### src/rtl/modn_updown_counter.sv
// modn_updown_counter
//
// Parameterised modulo-N up/down counter intended for timebase dividers and
// cascaded modulo/BCD chains. In a chain, the tc of one stage drives the en of the next.
//
// Parameters:
//   width   - counter width in bits (1..31)
//   modulus - count range is 0..modulus-1. Legal range is 2..2**width.
//
// Ports:
//   clk      in   single clock, rising-edge
//   rst      in   synchronous active-high reset
//   en       in   count enable; count holds when low
//   updown   in   direction, 1 = up, 0 = down
//   sat      in   (only with UDCNT_SAT_EN) saturate at the terminal value instead of wrapping
//   load     in   parallel load strobe; has priority over en
//   load_val in   value to load; clamped to modulus-1 when out of range
//   count    out  registered counter value, always < modulus
//   tc       out  combinational terminal count for the current direction, gated by en
//   wrap     out  registered one-cycle pulse, set alongside a count that wrapped
//   load_err out  registered one-cycle pulse, set alongside a clamped load
//
// Configuration:
//   UDCNT_SAT_EN - when defined, adds the sat input after updown.

module modn_updown_counter #(
  parameter int unsigned width   = 8,
  parameter int unsigned modulus = 10
) (
  input  logic             clk,
  input  logic             rst,
  input  logic             en,
  input  logic             updown,
`ifdef UDCNT_SAT_EN
  input  logic             sat,
`endif
  input  logic             load,
  input  logic [width-1:0] load_val,
  output logic [width-1:0] count,
  output logic             tc,
  output logic             wrap,
  output logic             load_err
);

  // Elaboration-time parameter checks.
  if ((width < 1) || (width > 31)) begin : g_bad_width
    $error("modn_updown_counter: width must be in 1..31");
  end
  if ((modulus < 2) || (64'(modulus) > (64'(1) << width))) begin : g_bad_modulus
    $error("modn_updown_counter: modulus must be in 2..2**width");
  end

  // Compare at width+1 bits so that modulus == 2**width is representable.
  localparam logic [width:0]   ModExt  = (width + 1)'(modulus);
  localparam logic [width:0]   LastExt = (width + 1)'(modulus - 1);
  localparam logic [width-1:0] LastVal = width'(modulus - 1);

  logic [width-1:0] count_q, count_d;
  logic             wrap_q, wrap_d;
  logic             load_err_q, load_err_d;

  logic at_last;
  logic at_zero;
  logic load_ok;
  logic sat_hold;

  assign at_last = ({1'b0, count_q} == LastExt);
  assign at_zero = (count_q == '0);
  assign load_ok = ({1'b0, load_val} < ModExt);

`ifdef UDCNT_SAT_EN
  assign sat_hold = sat;
`else
  assign sat_hold = 1'b0;
`endif

  // tc flags the cycle whose edge would wrap (or saturate) in the current direction.
  assign tc = en & ((updown & at_last) | (~updown & at_zero));

  always_comb begin
    count_d    = count_q;
    wrap_d     = 1'b0;
    load_err_d = 1'b0;
    if (load) begin
      if (load_ok) begin
        count_d = load_val;
      end else begin
        count_d    = LastVal;
        load_err_d = 1'b1;
      end
    end else if (en) begin
      if (updown) begin
        if (at_last) begin
          if (!sat_hold) begin
            count_d = '0;
            wrap_d  = 1'b1;
          end
        end else begin
          count_d = count_q + width'(1);
        end
      end else begin
        if (at_zero) begin
          if (!sat_hold) begin
            count_d = LastVal;
            wrap_d  = 1'b1;
          end
        end else begin
          count_d = count_q - width'(1);
        end
      end
    end
  end

  always_ff @(posedge clk) begin
    if (rst) begin
      count_q    <= '0;
      wrap_q     <= 1'b0;
      load_err_q <= 1'b0;
    end else begin
      count_q    <= count_d;
      wrap_q     <= wrap_d;
      load_err_q <= load_err_d;
    end
  end

  assign count    = count_q;
  assign wrap     = wrap_q;
  assign load_err = load_err_q;

endmodule

### config.mk
export PLATFORM = sky130hd
export DESIGN_NAME = modn_updown_counter
export DESIGN_NICKNAME = d
export VERILOG_FILES = /design/src/rtl/modn_updown_counter.sv
export SDC_FILE = /design/constraint.sdc
export NUM_CORES = 1
export LEC_CHECK = 0
export CAP_MARGIN = 20
export CORE_MARGIN = 2
export CORE_UTILIZATION = 50
export CTS_BUF_LIST = sky130_fd_sc_hd__clkbuf_8 sky130_fd_sc_hd__clkbuf_16
export DETAILED_ROUTE_END_ITERATION = 12
export GPL_ROUTABILITY_DRIVEN = 0
export GPL_TIMING_DRIVEN = 0
export HOLD_SLACK_MARGIN = 0.02
export PLACE_DENSITY = 0.83
export SETUP_SLACK_MARGIN = 0.02
export SYNTH_ARGS = -nofsm -noshare
export SYNTH_HDL_FRONTEND = slang
export SYNTH_SLANG_ARGS = --single-unit
### constraint.sdc
create_clock -name clk -period 3.8 [get_ports clk]
set_input_delay 0.57 -clock clk [delete_from_list [all_inputs] [get_ports clk]]
set_output_delay 0.57 -clock clk [all_outputs]
set_load 0.03 [all_outputs]
### Word-level counts from Yosys, hierarchy flattened

Cells that the tools add are included.

* bits in registers: 10
* input port bits: 13
* word-level logic and storage cells: 28

* add/subtract/negate cells: 2
* $lt $le $gt $ge: 1
* equality and inequality tests: 1
* mux-type cells: 10
* bitwise gates (word level): 7
* reductions and logical operators: 4

Operators by type and width (number)
* $mux 8: 6
* $add 8x1->8 const B: 1
* $eq 8x4->1 const B: 1
* $logic_not 8->1: 1
* $lt 8x4->1 const B: 1
* $sub 8x1->8 const B: 1
* $mux 1: 4
* $and 1x1->1: 3
* $not 1->1: 3
* $reduce_or 3->1: 1
* $reduce_bool 2->1: 1
* $reduce_or 2->1: 1
* $or 1x1->1: 1

### Depth between registers and ports, before layout

Gate-level depths: netlist of the first run.

* depth after elaboration: 5
* mapped depth: 6

### Worst setup path before layout of the first run

Ideal clock, no wire load.

* path kind: register to output
* from: register count_q[0], in the netlist count[0]
* to: output tc
* data arrival time: 1.693 ns
* required time: 3.230 ns
* path slack: 1.537 ns
* cell stages (with the launch flop): 7
* buffers on the path: 0
* cell sequence: dfxtp_1 -> inv_1 -> ha_1 -> nand2b_1 -> or3_4 -> o21ai_2 -> and3_1

* cells in the longest elaborated chain, start to end: 4
* elaborated cells between the ends (all ways): 6
* classes of those cells: eq/ne (1); bitwise (4); reduce/logical (1)

Ends and longest elaborated chain
* start: declaration: RTL line 58 `logic [width-1:0] count_q, count_d;`
* start signal: assignment: RTL line 120 `count_q <= count_d;`
* $eq 8x4->1 / $logic_not 8->1 (equally long branches): RTL line 67, 68
* $and 1x1->1: RTL line 78 `assign tc = en & ((updown & at_last) | (~updown & at_zero));`
* $or 1x1->1 *: RTL line 78
* $and 1x1->1 *: RTL line 78
* end: declaration: RTL line 40 `output logic tc,`

Mark *: on every way between the ends. The rest lies on a longest branch, timed or not.

### Worst setup path after layout of the first run

Same ends and word-level chain as after synthesis.

==> results of run 1 <==
==> cells by family after synthesis <==
| kind of cell | Yosys count | share of synthesized area (%) |
|---|---|---|
| muxes | 2 | 2.14 |
| DFF | 10 | 20.1 |
| and+or+nand+nor | 59 | 36.7 |
| xor gates and xnor gates | 3 | 2.64 |
| AOI/OAI and AO/OA | 34 | 26.0 |
| buffers and inverters | 16 | 7.30 |
| adders and majority gates | 4 | 5.03 |
==> worst register-to-register path, cell delays in order (launching register included) <==
cell and delay, ps:
dfxtp_1 530, inv_1 120, ha_1 250, nand2b_1 210
nor2_1 160, o31a_1 310, o31a_1 290
==> registers in the layout, indices dropped and copies added, names as in the netlist <==
| name | cells |
|---|---|
| count | 8 |
| load_err | 1 |
| wrap | 1 |
==> routing by layer <==
metal	wire length [µm]	vias to the layer above
met1	1130	503
met5	0	-
met2	1320	85
met3	283	19
met4	108	0
li1	-	531
==> synth_stat cells, types with 2 or more instances <==
| cell | n | area (µm²) |
|---|---|---|
| nand4_1 | 2 | 12.5 |
| or3_4 | 2 | 22.5 |
| a31oi_1 | 2 | 12.5 |
| a211o_1 | 2 | 17.5 |
| xnor2_1 | 2 | 17.5 |
| and3_1 | 2 | 12.5 |
| o211ai_1 | 2 | 15.0 |
| inv_1 | 7 | 26.3 |
| o21ai_0 | 3 | 15.0 |
| o31a_1 | 2 | 17.5 |
| a21oi_1 | 6 | 30.0 |
| o22ai_1 | 2 | 12.5 |
| or4_1 | 2 | 15.0 |
| nand2_1 | 10 | 37.5 |
| nor3_1 | 8 | 40.0 |
| nand3_1 | 3 | 15.0 |
| ha_1 | 4 | 50.1 |
| a211oi_1 | 3 | 22.5 |
| nand2b_1 | 3 | 18.8 |
| and4_1 | 3 | 26.3 |
| buf_2 | 4 | 20.0 |
| clkbuf_1 | 3 | 11.3 |
| and3b_1 | 2 | 17.5 |
| nor3b_1 | 3 | 22.5 |
| dfxtp_1 | 10 | 200 |
| and2_1 | 2 | 12.5 |
| a21o_1 | 2 | 15.0 |
| nor2b_1 | 3 | 18.8 |
| nor2_1 | 7 | 26.3 |
==> stage by stage <==
step | power [mW] | instances | cell area (µm²) | util [%] | setup slack, ps
floorplan | 0.203 | 128 | 995 | - | 1540
global placement | 0.240 | 176 | 1240 | 64.5 | 883
detailed placement | 0.243 | 176 | 1240 | 64.5 | 880
CTS | 0.383 | 180 | 1290 | 67.3 | 751
global route | 0.400 | 180 | 1290 | 67.3 | 661
finish | 0.385 | 180 | 1290 | 67.3 | 738
==> area by class of cell <==
class | count | share of cell area [%]
Buffer | 9 | 3.58
Clock buffer | 4 | 4.26
Inverter | 7 | 2.03
Multi-Input combinational cell | 102 | 55.8
Sequential cell | 10 | 15.5
Tap cell | 27 | 2.61
Timing Repair Buffer | 21 | 16.2
==> placed cells by master, fill, tap and decap left out, drive strengths merged, types with 6 or more instances in the layout <==
cell type and instances:
clkdlybuf4s50 21, inv 7, nor3 9, nor2 7, clkbuf 7, buf 6, nand2 10, dfxtp 10
a21oi 6
==> path summary, 6_finish.rpt <==
path | cells past startpoint | endpoint | from
setup reg to reg | 6 | count[3]$_SDFFE_PP0P_ | count[0]$_SDFFE_PP0P_
hold reg to reg | 2 | count[6]$_SDFFE_PP0P_ | count[6]$_SDFFE_PP0P_
hold / removal | 2 | count[6]$_SDFFE_PP0P_ | count[6]$_SDFFE_PP0P_
setup / recovery | 7 | tc | count[0]$_SDFFE_PP0P_
==> power by group through the flow <==
stage / combinational, mW / sequential, mW / clock (mW)
after CTS: 0.126 / 0.118 / 0.139
after detailed placement: 0.123 / 0.120 / 0
final: 0.127 / 0.119 / 0.138
after global routing: 0.137 / 0.119 / 0.144
after floorplan: 0.0750 / 0.128 / 0
after global placement: 0.121 / 0.120 / 0
==> metrics.csv, run 1 <==
stage;metric;value;unit
status;status;completed;
critical_path;critical_path_arrival;2490;ps
detailed_routing;routedWlPerCell;15.8;µm
timing;holdWs;649;ps
power_and_ir_drop;vdd_drop_max;0.230;mV
min_path;hp-class;flip-flop to flip-flop;
critical_path;r2r_setup_slack;1840;ps
placed_design;dp.final_hpwl;2040;µm
synth;ys.flop_type;dfxtp_1;
layout;seqCellArea;200;µm²
global_routing;grtUsageMet3;5.86;%
timing;max-slew-margin-rel;68.8;%
global_routing;grt_antenna_before_repair;0;
synth;synth_cell_types;51;
clock_tree;h-tree-depth;1;
global_routing;grt_pass1_wl;4720;µm
detailed_routing;drc;0;
critical_path;cp-end-kind;output pin;
synth;netlist_area;995;µm²
synth;yosysWarnings;0;
synth;async_flop_share;0;%
synth;syn_nets;145;
critical_path;slowest_stage;clkdlybuf4s50_1;
clock_tree;clk_latency;240;ps
critical_path;required;3230;ps
timing;timing.fmax;0.327;GHz
power_and_ir_drop;p_comb_share;33.2;%
die;start_util;51.8;%
synth;syn_area_per_cell;7.77;µm²
clock_tree;ctsResizeCount;0;
global_routing;met1_usage;30.8;%
die;die_h;48.6;µm
global_routing;grt_max_degree;11;
critical_path;criticalPathCategory;flip-flop to output pin;
timing;hold_violations;0;
critical_path;crit_path_max_incr_delay;660;ps
timing;final.setup_skew;5.26;ps
timing;fin_crit_sh;80.6;%
clock_tree;cts.sinks;10;
detailed_routing;viasPerCell;6.32;
layout;num-fill-cells;184;
synth;synthCells;128;
power_and_ir_drop;switching_power;0.125;mW
layout;antenna_cells;0;
die;die_area;2360;µm²
clock_tree;cts_root_buf;clkbuf_8;
clock_tree;clk_path_buf_depth;2;
detailed_routing;vias;1138;
power_and_ir_drop;switching_share;32.6;%
timing;tightest_slew;467;ps
critical_path;critPathBufInv;2;
power_and_ir_drop;p_leak;0.488;nW
global_routing;grt_overflow;0;
placed_design;port_buffers;21;
global_routing;track_usage;25.4;%
global_routing;grt_pass1_vias;1050;
layout;drive_above_1_share;12.4;%
timing;fin_setup_tns;0;ps
synth;synth-seq-cells;10;
global_routing;use_met2;42.5;%
synth;synth_edf_count;0;
die;num_rows;16;
layout;syn2layout_area_growth;30.1;%
detailed_routing;drt_first_pass_iters;4;
die;boundaryPins;24;
timing;grt_setup_unrepaired;no;
layout;multi_input_area;722;µm²
critical_path;path_delay_family;buffers and inverters;
detailed_routing;drt_iter0_markers;85;
clock_tree;cts_tree;done;
layout;num-nets-final;171;
synth;ys_seq_area_share;20.1;%
detailed_routing;wl;2840;µm
timing;finalSetupViolations;0;
clock_tree;cts_inserted_buffers;3;
critical_path;crit_path_max_fanout;10;
timing;slew_viol_final;0;
clock_tree;cts.clk_slew.worst_paths;50;ps
power_and_ir_drop;internal-power;0.259;mW
timing;min_period;3060;ps
power_and_ir_drop;power_density;297;nW/µm²
critical_path;path_cells;inv_1 > ha_1 > nand2b_1 > or3_4 > o21ai_2 > and3_1 > clkdlybuf4s50_1;
clock_tree;postCtsSetupRepairBufs;0;
global_routing;grt-busiest-layer;met2;
power_and_ir_drop;p_seq_share;30.9;%
clock_tree;hold_buffers;0;
detailed_routing;ant_nets;0;
run;maxCapViolations;0;
power_and_ir_drop;power.share.clock;36.0;%
critical_path;crit_path_start_kind;flip-flop;
die;fp.dieW;48.6;µm
die;core_area;1920;µm²
Power figures use the tool's default switching activity.
==> run 2, diff against run 1 <==
--- a/config.mk
+++ b/config.mk
@@ -7,13 +7,13 @@
 export LEC_CHECK = 0
 export CAP_MARGIN = 20
 export CORE_MARGIN = 2
-export CORE_UTILIZATION = 50
+export CORE_UTILIZATION = 49
 export CTS_BUF_LIST = sky130_fd_sc_hd__clkbuf_8 sky130_fd_sc_hd__clkbuf_16
 export DETAILED_ROUTE_END_ITERATION = 12
 export GPL_ROUTABILITY_DRIVEN = 0
 export GPL_TIMING_DRIVEN = 0
 export HOLD_SLACK_MARGIN = 0.02
-export PLACE_DENSITY = 0.83
+export PLACE_DENSITY = 0.82
 export SETUP_SLACK_MARGIN = 0.02
 export SYNTH_ARGS = -nofsm -noshare
 export SYNTH_HDL_FRONTEND = slang
==> constraint.sdc (replaced) <==
create_clock -name clk -period 3.1 [get_ports clk]
set_input_delay 0.465 -clock clk [delete_from_list [all_inputs] [get_ports clk]]
set_output_delay 0.465 -clock clk [all_outputs]
set_load 0.03 [all_outputs]
==> run 2 against run 1 <==
Against the previous run: critical path depth is the same; first-iteration DRC count is 47% lower; register-to-register slack worse by 660 ps; final cell count is the same; worst hold slack got worse by 27 ps; sequential share of layout area unchanged; die area increased by 1.9%; core utilization fell by 0.69 points; clock power increased by 25%; routed wire length down 1.5%; global-route usage decreased by 1.5 points; count of clock-buffer cells in the layout stayed put; largest cell class unchanged; largest power group unchanged.
==> metrics.csv, run 2 (synthesis gave the netlist of run 1 again) <==
stage;metric;value;unit
timing;final.setup_skew;7.76;ps
timing;fin_crit_sh;94.7;%
min_path;hp-class;flip-flop to flip-flop;
die;start_util;51.2;%
clock_tree;cts.clk_slew.worst_paths;50;ps
min_path;hold_end;count[6]$_SDFFE_PP0P_;
critical_path;r2r-end;count[3]$_SDFFE_PP0P_;
timing;min_period;2930;ps
layout;antenna_cells;0;
timing;timing.fmax;0.341;GHz
layout;drive_above_1_share;12.4;%
clock_tree;h-tree-depth;1;
timing;grt_setup_unrepaired;no;
detailed_routing;ant_nets;0;
min_path;worstHoldStart;count[6]$_SDFFE_PP0P_;
global_routing;grt_pass1_vias;1062;
layout;num-fill-cells;163;
clock_tree;cts_inserted_buffers;3;
layout;num-nets-final;171;
power_and_ir_drop;p_leak;0.488;nW
timing;fin_setup_tns;0;ps
detailed_routing;viasPerCell;6.24;
timing;max-slew-margin-rel;68.0;%
clock_tree;clk_latency;240;ps
critical_path;path_delay_family;buffers and inverters;
critical_path;path_cells;inv_1 > ha_1 > nand2b_1 > or3_4 > o21ai_2 > and3_1 > clkdlybuf4s50_1;
critical_path;r2r_start;count[0]$_SDFFE_PP0P_;
timing;tightest_slew;477;ps
layout;stdcell_count;180;
layout;mostFrequentLayoutCell;clkdlybuf4s50_1;
detailed_routing;vias;1123;
critical_path;r2r_setup_slack;1180;ps
die;fp.dieW;49.1;µm
critical_path;slowest_stage;clkdlybuf4s50_1;
die;boundaryPins;24;
placed_design;port_buffers;21;
critical_path;required;2630;ps
layout;syn2layout_area_growth;30.1;%
detailed_routing;routedWlPerCell;15.6;µm
timing;slew_viol_final;0;
power_and_ir_drop;power_density;366;nW/µm²
die;die_h;49.1;µm
clock_tree;ctsResizeCount;0;
layout;largest_reg_flops;8;
timing;finalSetupViolations;0;
critical_path;crit_path_max_fanout;10;
clock_tree;hold_buffers;0;
clock_tree;postCtsSetupRepairBufs;0;
detailed_routing;drt_first_pass_iters;4;
critical_path;critPathBufInv;2;
detailed_routing;wl;2800;µm
clock_tree;clk_path_buf_depth;2;
critical_path;crit_path_start_kind;flip-flop;
layout;mostFrequentLayoutCells;21 x clkdlybuf4s50_1, 10 x nand2_1, 10 x dfxtp_1;
critical_path;cp-end-kind;output pin;
die;num_rows;16;
placed_design;dp.final_hpwl;2000;µm
power_and_ir_drop;vdd_drop_max;0.259;mV
timing;holdWs;622;ps
timing;hold_violations;0;
critical_path;crit_path_max_incr_delay;660;ps
die;core_area;1940;µm²
placed_design;place_area;1240;µm²
placed_design;dp.cells;176;
global_routing;grt_pass1_wl;4510;µm
layout;fin_area;1290;µm²
die;die_area;2410;µm²
clock_tree;cts_tree;done;
global_routing;grt_max_degree;11;
run;maxCapViolations;0;
critical_path;r2r_cells;6;
critical_path;critical_path_arrival;2470;ps
global_routing;grt_antenna_before_repair;0;
detailed_routing;drc;0;
clock_tree;cts_root_buf;clkbuf_8;
status;status;completed;
global_routing;grt_overflow;0;
detailed_routing;drt_iter0_markers;45;
global_routing;track_usage;23.9;%
clock_tree;cts.sinks;10;
critical_path;criticalPathCategory;flip-flop to output pin;
min_path;hold_depth;2;
==> run 2: cell counts in the layout (fill, tap and decap cells not counted) <==
No cell type changed its count.
==> run 2: worst min-delay path, delay by kind of cell (launching register included) <==
kind               cells  cell delay (ps)
AOI/OAI and AO/OA      2              200
DFF                    1              370
==> run 2: worst max-delay path by stage <==
stage                          start  to  depth (start not counted)
4_1_cts        count[0]$_SDFFE_PP0P_  tc                          7
3_3_place_gp                      en  tc                          4
2_1_floorplan  count[0]$_SDFFE_PP0P_  tc                          6
6_report       count[0]$_SDFFE_PP0P_  tc                          7
5_1_grt        count[0]$_SDFFE_PP0P_  tc                          7
3_5_place_dp                      en  tc                          4
==> run 2: metrics by stage <==
stage / setup slack (ps) / utilization [%] / power (mW)
2_1_floorplan: 942 / - / 0.249
3_3_place_gp: 382 / 63.8 / 0.294
3_5_place_dp: 367 / 63.8 / 0.298
4_1_cts: 189 / 66.6 / 0.472
5_1_grt: 72.3 / 66.6 / 0.495
6_report: 165 / 66.6 / 0.474
==> run 2: cell type report <==
class | count | area (µm²) | area share, %
Tap cell | 27 | 33.8 | 2.61
Inverter | 7 | 26.3 | 2.03
Clock buffer | 4 | 55.1 | 4.26
Multi-Input combinational cell | 102 | 722 | 55.8
Sequential cell | 10 | 200 | 15.5
Buffer | 9 | 46.3 | 3.58
Timing Repair Buffer | 21 | 210 | 16.2
==> run 2: metal layers <==
metal | up-vias | GRT usage, % | routed length [µm]
met5 | - | 0 | 0
met4 | 0 | 11.4 | 131
met3 | 20 | 4.91 | 239
met2 | 77 | 42.7 | 1280
met1 | 498 | 26.9 | 1150
li1 | 528 | - | -
==> run 2: power breakdown <==
group          total (mW)  switching (mW)  leakage, nW  internal (mW)
Clock               0.173          0.0604       0.0288          0.112
Combinational       0.155          0.0846        0.377         0.0706
Sequential          0.146          0.0110       0.0820          0.135
==> run 3, diff against run 2 <==
--- a/config.mk
+++ b/config.mk
@@ -12,7 +12,7 @@
 export DETAILED_ROUTE_END_ITERATION = 12
 export GPL_ROUTABILITY_DRIVEN = 0
 export GPL_TIMING_DRIVEN = 0
-export HOLD_SLACK_MARGIN = 0.02
+export HOLD_SLACK_MARGIN = 0.06
 export PLACE_DENSITY = 0.82
 export SETUP_SLACK_MARGIN = 0.02
 export SYNTH_ARGS = -nofsm -noshare
==> results of run 3 <==
Final layout, timing and power as in run 2 (identical DEF).
